File: config.mk
export PLATFORM = sky130hd
export DESIGN_NAME = fifo_wr_arbiter
export DESIGN_NICKNAME = d
export VERILOG_FILES = /design/src/rtl/fifo_arb_pkg.sv /design/src/rtl/fifo_wr_arbiter_rr_pick.sv /design/src/rtl/fifo_wr_arbiter.sv
export SDC_FILE = /design/constraint.sdc
export NUM_CORES = 1
export LEC_CHECK = 0
export ABC_CLOCK_PERIOD_IN_PS = 4790
export BUFFER_PORTS_ARGS = -buffer_cell sky130_fd_sc_hd__buf_2
export CAP_MARGIN = 20
export CORE_MARGIN = 2
export CORE_UTILIZATION = 40
export DETAILED_ROUTE_END_ITERATION = 10
export PLACE_DENSITY = 0.8
export SYNTH_ARGS = -nofsm -noshare
export SYNTH_HDL_FRONTEND = slang
export SYNTH_HIERARCHICAL = 1
export SYNTH_SLANG_ARGS = --single-unit
File: constraint.sdc
create_clock -name clk -period 4.79 [get_ports clk]
set_clock_uncertainty 0.15 [all_clocks]
set_input_delay 0.958 -clock clk [delete_from_list [all_inputs] [get_ports clk]]
set_output_delay 0.958 -clock clk [all_outputs]
set_load 0.03 [all_outputs]
File: src/rtl/fifo_arb_pkg.sv
// fifo_arb_pkg: state encoding and helpers shared by the
// FIFO write arbiter and the read-side scheduler.
`ifndef FIFO_ARB_PKG_SV
`define FIFO_ARB_PKG_SV

// Word idx of a flattened bus of w-bit words.
`define FA_SLICE(bus, idx, w) bus[(idx)*(w) +: (w)]

package fifo_arb_pkg;

  typedef enum logic {
    IDLE  = 1'b0,
    GRANT = 1'b1
  } arb_state_e;

  function automatic int clog2(input int v);
    int r;
    r = 0;
    while ((1 << r) < v) r++;
    return r;
  endfunction

endpackage

`endif

File: src/rtl/fifo_wr_arbiter_rr_pick.sv
// rr_pick: round-robin winner search over a doubled request
// vector, starting one place above the previous winner.
module rr_pick #(
  parameter int N  = 4,
  parameter int LW = 2
) (
  input  logic [N-1:0]  req_i,
  input  logic [LW-1:0] last_i,
  output logic [LW-1:0] winner_o,
  output logic          valid_o
);

  logic [2*N-1:0] dbl;
  int             pos;

  // Descending scan: the lowest offset above last wins.
  always_comb begin
    dbl      = {req_i, req_i};
    winner_o = '0;
    valid_o  = |req_i;
    pos      = 0;
    for (int k = N; k >= 1; k--) begin
      pos = int'(last_i) + k;
      if (dbl[pos]) winner_o = LW'(pos % N);
    end
  end

endmodule

File: src/rtl/fifo_wr_arbiter.sv
// fifo_wr_arbiter: round-robin owner of a sync_fifo write
// port, with a per-grant burst cap and full-flag stall.
module fifo_wr_arbiter
  import fifo_arb_pkg::*;
#(
  parameter int NUM_REQ    = 4,
  parameter int FIFO_WIDTH = 8,
  parameter int MAX_BURST  = 4
) (
  input  logic                          clk,
  input  logic                          rst,
  input  logic [NUM_REQ-1:0]            req,
  input  logic [NUM_REQ*FIFO_WIDTH-1:0] data_in,
  input  logic                          flag_full,
  output logic [NUM_REQ-1:0]            grant,
  output logic [NUM_REQ-1:0]            ack,
  output logic                          w_en,
  output logic [FIFO_WIDTH-1:0]         data_write,
  output logic                          busy
);

  localparam int IW = clog2(NUM_REQ);
  localparam int CW = clog2(MAX_BURST + 1);
  localparam logic [CW-1:0] LAST_BEAT = CW'(MAX_BURST - 1);
  localparam logic [IW-1:0] LAST_INIT = IW'(NUM_REQ - 1);

  arb_state_e           state_q, state_d;
  logic [NUM_REQ-1:0]   grant_q, grant_d;
  logic [IW-1:0]        last_q, last_d;
  logic [CW-1:0]        cnt_q, cnt_d;
  logic [IW-1:0]        win;
  logic                 win_vld;
  logic                 own_req;
  logic                 wen;
  logic [FIFO_WIDTH-1:0] own_data;

  rr_pick #(
    .N  (NUM_REQ),
    .LW (IW)
  ) u_pick (
    .req_i    (req),
    .last_i   (last_q),
    .winner_o (win),
    .valid_o  (win_vld)
  );

  // In GRANT, last_q is the owner index.
  always_comb begin
    own_req  = req[last_q];
    own_data = `FA_SLICE(data_in, last_q, FIFO_WIDTH);
    wen      = (state_q == GRANT) && own_req && !flag_full;
  end

  always_comb begin
    state_d = state_q;
    grant_d = grant_q;
    last_d  = last_q;
    cnt_d   = cnt_q;
    unique case (state_q)
      IDLE: begin
        if (win_vld) begin
          state_d = GRANT;
          grant_d = NUM_REQ'(1) << win;
          last_d  = win;
          cnt_d   = '0;
        end
      end
      GRANT: begin
        if (wen) cnt_d = cnt_q + 1'b1;
        if ((wen && cnt_q == LAST_BEAT) || !own_req) begin
          state_d = IDLE;
          grant_d = '0;
          cnt_d   = '0;
        end
      end
    endcase
  end

  always_ff @(posedge clk or posedge rst) begin
    if (rst) begin
      state_q <= IDLE;
      grant_q <= '0;
      last_q  <= LAST_INIT;
      cnt_q   <= '0;
    end else begin
      state_q <= state_d;
      grant_q <= grant_d;
      last_q  <= last_d;
      cnt_q   <= cnt_d;
    end
  end

  assign busy       = (state_q == GRANT);
  assign grant      = grant_q;
  assign w_en       = wen;
  assign ack        = grant_q & {NUM_REQ{wen}};
  assign data_write = busy ? own_data : '0;

endmodule
==> flow_metrics.py, run 1 <==
metrics = {
    "timing": {
        "setup_tns_ns": 0,
        "timing.final.ws_setup_ns": 1.55,
        "slew_violations": 0,
        "fin_crit_ns": 3.24,
        "fin_crit_sh_pct": 67.7,
        "grt_setup_unrepaired": "no",
        "finalSetupViolations": 0,
        "final-hold-violation-count": 0,
        "fmax_ghz": 0.308,
        "slew_headroom_pct": 60.1,
        "worstMarginPinSlew_ns": 0.595,
    },
    "setup_path": {
        "startpoint_type": "flip-flop",
        "critPathMaxStageDelay_ns": 0.77,
        "critPathMaxFanout": 18,
        "criticalPathCategory": "reg2out",
        "rr_startpoint": "last_q[0]",
        "required_ns": 3.68,
        "ff2ff_setup_slack_ns": 2.21,
        "critPathLaunch": "last_q[0]",
        "critical_path_arrival_ns": 2.14,
        "r2r-end": "grant[3]",
        "reg2regPathDepth": 8,
        "crit_path_end_kind": "output pin",
        "cp_slowest_cell": "dfstp_2",
        "crit_chain": "mux4_2 > and3_2 > buf_2",
    },
    "yosys": {
        "netlist_area_sq_mm": 0.00102,
        "ys_ff_latch": 10,
        "syn_area_per_cell_sq_um": 10.8,
        "synth_warnings": 6,
        "synthDistinctLibCells": 36,
        "synth_cells": 94,
        "ys_seq_area_share_pct": 24.8,
        "syn-num-nets": 136,
    },
    "flow_run": {
        "cap_viol_max_count": 0,
    },
    "worst_hold_path": {
        "min_path_cells": 1,
        "worst_hold_startpoint": "grant[2]",
        "whs_endpoint": "grant[2]",
        "hp-class": "reg2reg",
    },
    "place": {
        "io_buffers": 56,
        "pre_cts_ws_ns": 1.57,
        "place_area_sq_mm": 0.00129,
        "dpl.hpwl_um": 1870,
        "gp_congestion": 0.746,
    },
    "final_layout": {
        "syn2layout_area_growth_pct": 30.2,
        "n_antenna_cell": 0,
        "final_area_sq_mm": 0.00133,
        "drive_gt1_share_pct": 50.0,
        "final_cell_mix": "buf_2, mux4_1, and2_1, dfrtp_1, nor2_1",
        "nets": 191,
        "final_util_pct": 54.1,
        "final_common_cell": "buf_2",
    },
    "clock_tree": {
        "hold_buffers": 0,
        "worstSkewPairLatency_ns": 0.27,
        "cts_buffer_depth": 2,
        "clk_pin_slew_ns": 0.07,
        "cts_resized": 0,
        "post-cts-setup-buffers": 0,
        "clock_sinks": 10,
        "htree_levels": 1,
        "cts_buffers": 3,
        "root_buffer": "clkbuf_4",
        "cts_tree": "built",
    },
    "die": {
        "start_util_pct": 41.5,
        "core_sq_mm": 0.00245,
        "die_area_sq_mm": 0.00297,
        "pin_count": 57,
        "die_y_um": 54.5,
        "die_x_um": 54.5,
        "std_cell_rows": 18,
    },
    "power_and_ir_drop": {
        "vdd_drop_max_mv": 0.332,
        "power.total_mw": 0.818,
        "cellLeakagePower_nw": 0.693,
        "power_density_mw_per_mm2": 616,
    },
    "routing": {
        "first_pass_iters": 6,
        "viasPerCell": 5.49,
        "drtIter0Drc": 15,
        "drtAntennaViolNets": 0,
        "post_drt_wl_per_cell_um": 12.9,
        "drc": 0,
        "routed-via-count": 977,
        "drt_wl_total_um": 2290,
    },
    "global_route": {
        "grt_max_degree": 20,
        "grt_pass1_vias": 922,
        "antenna_found_initial": 0,
        "grt_overflow": 0,
        "track_usage_pct": 17.3,
        "grt_first_pass_wirelength_um": 3660,
    },
    "outcome": {
        "status": "finished, final reports clean",
    },
}
[state kept, by name (all words and copies together) (netlist names)]
| signal | cells |
|---|---|
| last_q | 2 |
| busy | 1 |
| grant | 4 |
| cnt_q | 3 |
[worst max path at each step]
| stage | endpoint | slack [ns] |
|---|---|---|
| 6_report | ack[1] | 1.55 |
| 5_1_grt | ack[1] | 1.46 |
| 4_1_cts | ack[1] | 1.53 |
| 3_5_place_dp | ack[1] | 1.57 |
| 3_3_place_gp | ack[3] | 1.61 |
| 2_1_floorplan | ack[0] | 1.85 |
[synth_stat cells]
cell | count | area (sq um)
nand3_1 | 3 | 15.0
nor3_1 | 1 | 5.00
buf_2 | 1 | 5.00
o21a_1 | 1 | 7.51
nand4b_1 | 1 | 8.76
nand4_1 | 2 | 12.5
mux2_2 | 2 | 22.5
a211oi_1 | 2 | 15.0
and2_1 | 8 | 50.1
nand2b_1 | 4 | 25.0
nor2_1 | 6 | 22.5
nor2b_1 | 2 | 12.5
a31oi_1 | 1 | 6.26
and2_2 | 1 | 7.51
a31o_4 | 1 | 17.5
a22o_1 | 1 | 8.76
clkbuf_1 | 2 | 7.51
dfstp_2 | 2 | 52.6
nand2_1 | 2 | 7.51
inv_1 | 5 | 18.8
o2111a_1 | 1 | 11.3
o31ai_1 | 1 | 7.51
ha_1 | 3 | 37.5
o22ai_1 | 2 | 12.5
nor4b_1 | 1 | 8.76
and4bb_2 | 1 | 12.5
buf_6 | 3 | 33.8
mux2i_1 | 5 | 50.1
a21oi_1 | 3 | 15.0
o211ai_1 | 1 | 7.51
mux4_2 | 1 | 22.5
nor3b_1 | 2 | 15.0
a21o_2 | 2 | 17.5
mux4_1 | 8 | 210
dfrtp_1 | 8 | 200
and3_2 | 4 | 30.0
[worst max-delay path: cells and delay by family, from the launching register on]
kind                   cells  cell delay (ns)
buffers and inverters      1             0.17
DFF                        1             0.77
muxes                      1             0.68
and+or+nand+nor            1             0.25
[area by class of cell]
cell class              instances  area (sq um)
clock buffers                   4          36.3
fillers                       237          1130
inverters                       5          18.8
multi-input cells              73           702
flip-flops and latches         10           253
well taps                      30          37.5
repair buffers                 56           280
[report_power, final]
group / leakage (nW) / total [mW] / switching (mW) / internal, mW
registers: 0.127 / 0.205 / 0.0786 / 0.127
logic: 0.545 / 0.535 / 0.290 / 0.246
clock network: 0.0210 / 0.0771 / 0.0309 / 0.0462
[kinds of logic after synthesis]
| group | after synthesis | share of synthesized area (%) |
|---|---|---|
| AOI/OAI and AO/OA | 16 | 12.4 |
| DFF | 10 | 24.8 |
| and+or+nand+nor | 38 | 22.8 |
| muxes | 16 | 29.9 |
| buffers and inverters | 11 | 6.38 |
| adders and majority gates | 3 | 3.68 |
[layer usage]
layer | part of all wire [%] | vias to the layer above | wire, um | track usage (%)
li1 | - | 475 | - | -
met1 | 41 | 434 | 933 | 19.7
met2 | 48 | 63 | 1110 | 30.5
met3 | 9.6 | 5 | 220 | 3.28
met4 | 1.2 | 0 | 27 | 8.75
met5 | 0 | - | 0 | 0
[through the flow]
stage	cells	hold WS, ns
floorplan	94	0.340
global placement	174	0.345
detailed placement	174	0.353
CTS	178	0.368
global route	178	0.392
finish	178	0.361
Note: power is estimated with default switching activity, not from simulation.
==> run 2, diff against run 1 <==
--- a/config.mk
+++ b/config.mk
@@ -5,13 +5,14 @@
 export SDC_FILE = /design/constraint.sdc
 export NUM_CORES = 1
 export LEC_CHECK = 0
-export ABC_CLOCK_PERIOD_IN_PS = 4790
+export ABC_AREA = 1
+export ABC_CLOCK_PERIOD_IN_PS = 3400
 export BUFFER_PORTS_ARGS = -buffer_cell sky130_fd_sc_hd__buf_2
 export CAP_MARGIN = 20
 export CORE_MARGIN = 2
 export CORE_UTILIZATION = 40
 export DETAILED_ROUTE_END_ITERATION = 10
-export PLACE_DENSITY = 0.8
+export PLACE_DENSITY = 0.79
 export SYNTH_ARGS = -nofsm -noshare
 export SYNTH_HDL_FRONTEND = slang
 export SYNTH_HIERARCHICAL = 1
==> constraint.sdc (replaced) <==
create_clock -name clk -period 3.4 [get_ports clk]
set_clock_uncertainty 0.15 [all_clocks]
set_input_delay 0.68 -clock clk [delete_from_list [all_inputs] [get_ports clk]]
set_output_delay 0.68 -clock clk [all_outputs]
set_load 0.03 [all_outputs]
==> flow_metrics.py, run 2 <==
metrics = {
    "yosys": {
        "synth_cells": 180,
        "synth_most_common_cell": "nor2_1",
        "synth_top_cell_by_area": "dfrtp_1",
        "netlist_area_sq_mm": 0.00109,
        "synthDistinctLibCells": 23,
        "synth_area_leaders": "dfrtp_1, nor2_1, nand2_1",
        "synth_flop_cell": "dfrtp_1",
        "synth_top_area_share_pct": 18.3,
        "synth_common_cells": "nor2_1, nand2_1, inv_1",
        "synth_warnings": 6,
        "ys_ff_latch": 10,
        "ys_seq_area_share_pct": 23.1,
        "synth-edff-count": 0,
        "syn-num-nets": 222,
        "async_flop_share_pct": 100,
        "syn_area_per_cell_sq_um": 6.08,
    },
    "final_layout": {
        "final_area_sq_mm": 0.00141,
        "largest_register_ffs": 4,
        "final_cell_mix": "buf_2, nor2_1, nand2_1, inv_1, o21ai_0",
        "nets": 277,
        "n_antenna_cell": 0,
        "syn2layout_area_growth_pct": 28.3,
        "fillers": 282,
        "final_util_pct": 55.2,
        "drive_gt1_share_pct": 33.8,
        "finalNonFillerCells": 264,
        "final_common_cell": "buf_2",
    },
    "power_and_ir_drop": {
        "cellLeakagePower_nw": 0.809,
        "vdd_drop_max_mv": 0.716,
        "power_density_mw_per_mm2": 913,
    },
    "clock_tree": {
        "clk_pin_slew_ns": 0.07,
        "cts_buffer_depth": 2,
        "cts_resized": 0,
        "post-cts-setup-buffers": 0,
        "clock_sinks": 10,
        "cts_tree": "built",
        "root_buffer": "clkbuf_4",
        "cts_buffers": 3,
        "htree_levels": 1,
        "hold_buffers": 0,
        "worstSkewPairLatency_ns": 0.27,
    },
    "place": {
        "gp_congestion": 0.775,
        "place_area_sq_mm": 0.00137,
        "dp.cells": 260,
        "dpl.hpwl_um": 2040,
        "io_buffers": 56,
    },
    "routing": {
        "viasPerCell": 4.89,
        "drtIter0Drc": 31,
        "post_drt_wl_per_cell_um": 9.80,
        "drc": 0,
        "first_pass_iters": 5,
        "routed-via-count": 1290,
        "drt_wl_total_um": 2590,
        "drtAntennaViolNets": 0,
    },
    "die": {
        "die_y_um": 56.3,
        "die_x_um": 56.3,
        "pin_count": 57,
        "core_sq_mm": 0.00254,
        "start_util_pct": 43.0,
        "std_cell_rows": 18,
        "die_area_sq_mm": 0.00317,
    },
    "setup_path": {
        "ff2ff_setup_slack_ns": 1.22,
        "critPathMaxStageDelay_ns": 0.83,
        "critPathLaunch": "last_q[0]",
        "critical_path_arrival_ns": 2.14,
        "critPathMaxFanout": 27,
        "crit_chain": "inv_2 > nand2_1 > nand3_2 > nand2_4 > nand3_1 > nor2_1 > buf_2",
        "criticalPathCategory": "reg2out",
        "crit_family": "flip-flops",
        "required_ns": 2.57,
        "reg2regPathDepth": 10,
        "crit_path_end_kind": "output pin",
        "cp_num_buf_inv": 2,
        "startpoint_type": "flip-flop",
        "r2r-end": "last_q[0]",
        "rr_startpoint": "last_q[0]",
        "cp.depth": 7,
        "cp_slowest_cell": "dfstp_2",
        "worstSetupEndpoint": "ack[2]",
    },
    "global_route": {
        "track_usage_pct": 16.2,
        "grt_max_degree": 28,
        "grt_overflow": 0,
        "grt_first_pass_wirelength_um": 4240,
        "antenna_found_initial": 0,
        "grt_pass1_vias": 1060,
    },
    "outcome": {
        "status": "finished, final reports clean",
    },
    "timing": {
        "fin_crit_ns": 2.97,
        "grt_setup_unrepaired": "no",
        "finalSetupViolations": 0,
        "slew_violations": 0,
        "fmax_ghz": 0.336,
        "setup_tns_ns": 0,
        "final-hold-violation-count": 0,
        "fin_crit_sh_pct": 87.5,
        "worstMarginPinSlew_ns": 0.463,
        "slew_headroom_pct": 69.2,
    },
    "worst_hold_path": {
        "hp-class": "in2async",
    },
    "flow_run": {
        "cap_viol_max_count": 0,
    },
}
## run 2: changes by cell type after synthesis, sizes merged, moves of 5 or more
cell / previous run / this run
a21oi: 3 / 9
and2: 9 / 0
inv: 5 / 29
mux2i: 5 / 0
mux4: 9 / 0
nand2: 2 / 39
nand3: 3 / 16
nor2: 6 / 36
o21ai: 0 / 26
## run 2: power by group
| part | leakage, nW | switching (mW) | internal [mW] |
|---|---|---|---|
| Combinational | 0.661 | 0.601 | 0.303 |
| Clock | 0.0210 | 0.0432 | 0.0651 |
| Sequential | 0.127 | 0.101 | 0.170 |
| Total | 0.809 | 0.745 | 0.538 |
## run 2: worst reg2reg max path, stage by stage, from the launching register on
cell and delay, ns:
dfstp_2 0.83, ha_1 0.35, inv_1 0.08, nand3_1 0.09, nand2_1 0.08, inv_1 0.05, nand2_1 0.06, nand2_1 0.05
nand2_1 0.09, inv_1 0.07, o21ai_0 0.20
## run 2: cell families after synthesis
family	Yosys count	synth area share (%)
and+or+nand+nor	96	42.5
AOI/OAI and AO/OA	36	17.0
buffers and inverters	35	13.9
DFF	10	23.1
adders and majority gates	3	3.43
## run 2: final cells by class
cell class	instances	area, sq um	share of cell area (%)
multi-input combinational	135	689	49.1
sequential	10	253	18.0
timing repair buffer	56	280	19.9
clock buffer	4	36.3	2.58
tap	30	37.5	2.67
inverter	29	109	7.75
## run 2: stage by stage
stage / setup slack (ns) / hold slack [ns] / total power [mW]
final: 0.427 / 0.225 / 1.28
after global routing: 0.209 / 0.254 / 1.42
after CTS: 0.408 / 0.232 / 1.29
after detailed placement: 0.700 / 0.328 / 1.17
after global placement: 0.750 / 0.325 / 1.17
after floorplan: 1.01 / 0.309 / 1.01
## run 2: how the worst min path moves through the flow
| stage | end | slack (ns) | depth (start not counted) |
|---|---|---|---|
| 5_1_grt | grant[2] | 0.25 | 2 |
| 2_1_floorplan | cnt_q[2] | 0.31 | 2 |
| 6_report | grant[0] | 0.23 | 2 |
| 3_5_place_dp | cnt_q[2] | 0.33 | 2 |
| 4_1_cts | grant[0] | 0.23 | 2 |
| 3_3_place_gp | cnt_q[2] | 0.32 | 2 |
## run 2: metal layers
metal | vias up | GRT usage [%] | share of wire, %
met4 | 0 | 6.12 | 1.3
met3 | 4 | 1.38 | 7.6
met2 | 58 | 28.9 | 47
li1 | 679 | - | -
met5 | - | 0 | 0
met1 | 549 | 20.0 | 44
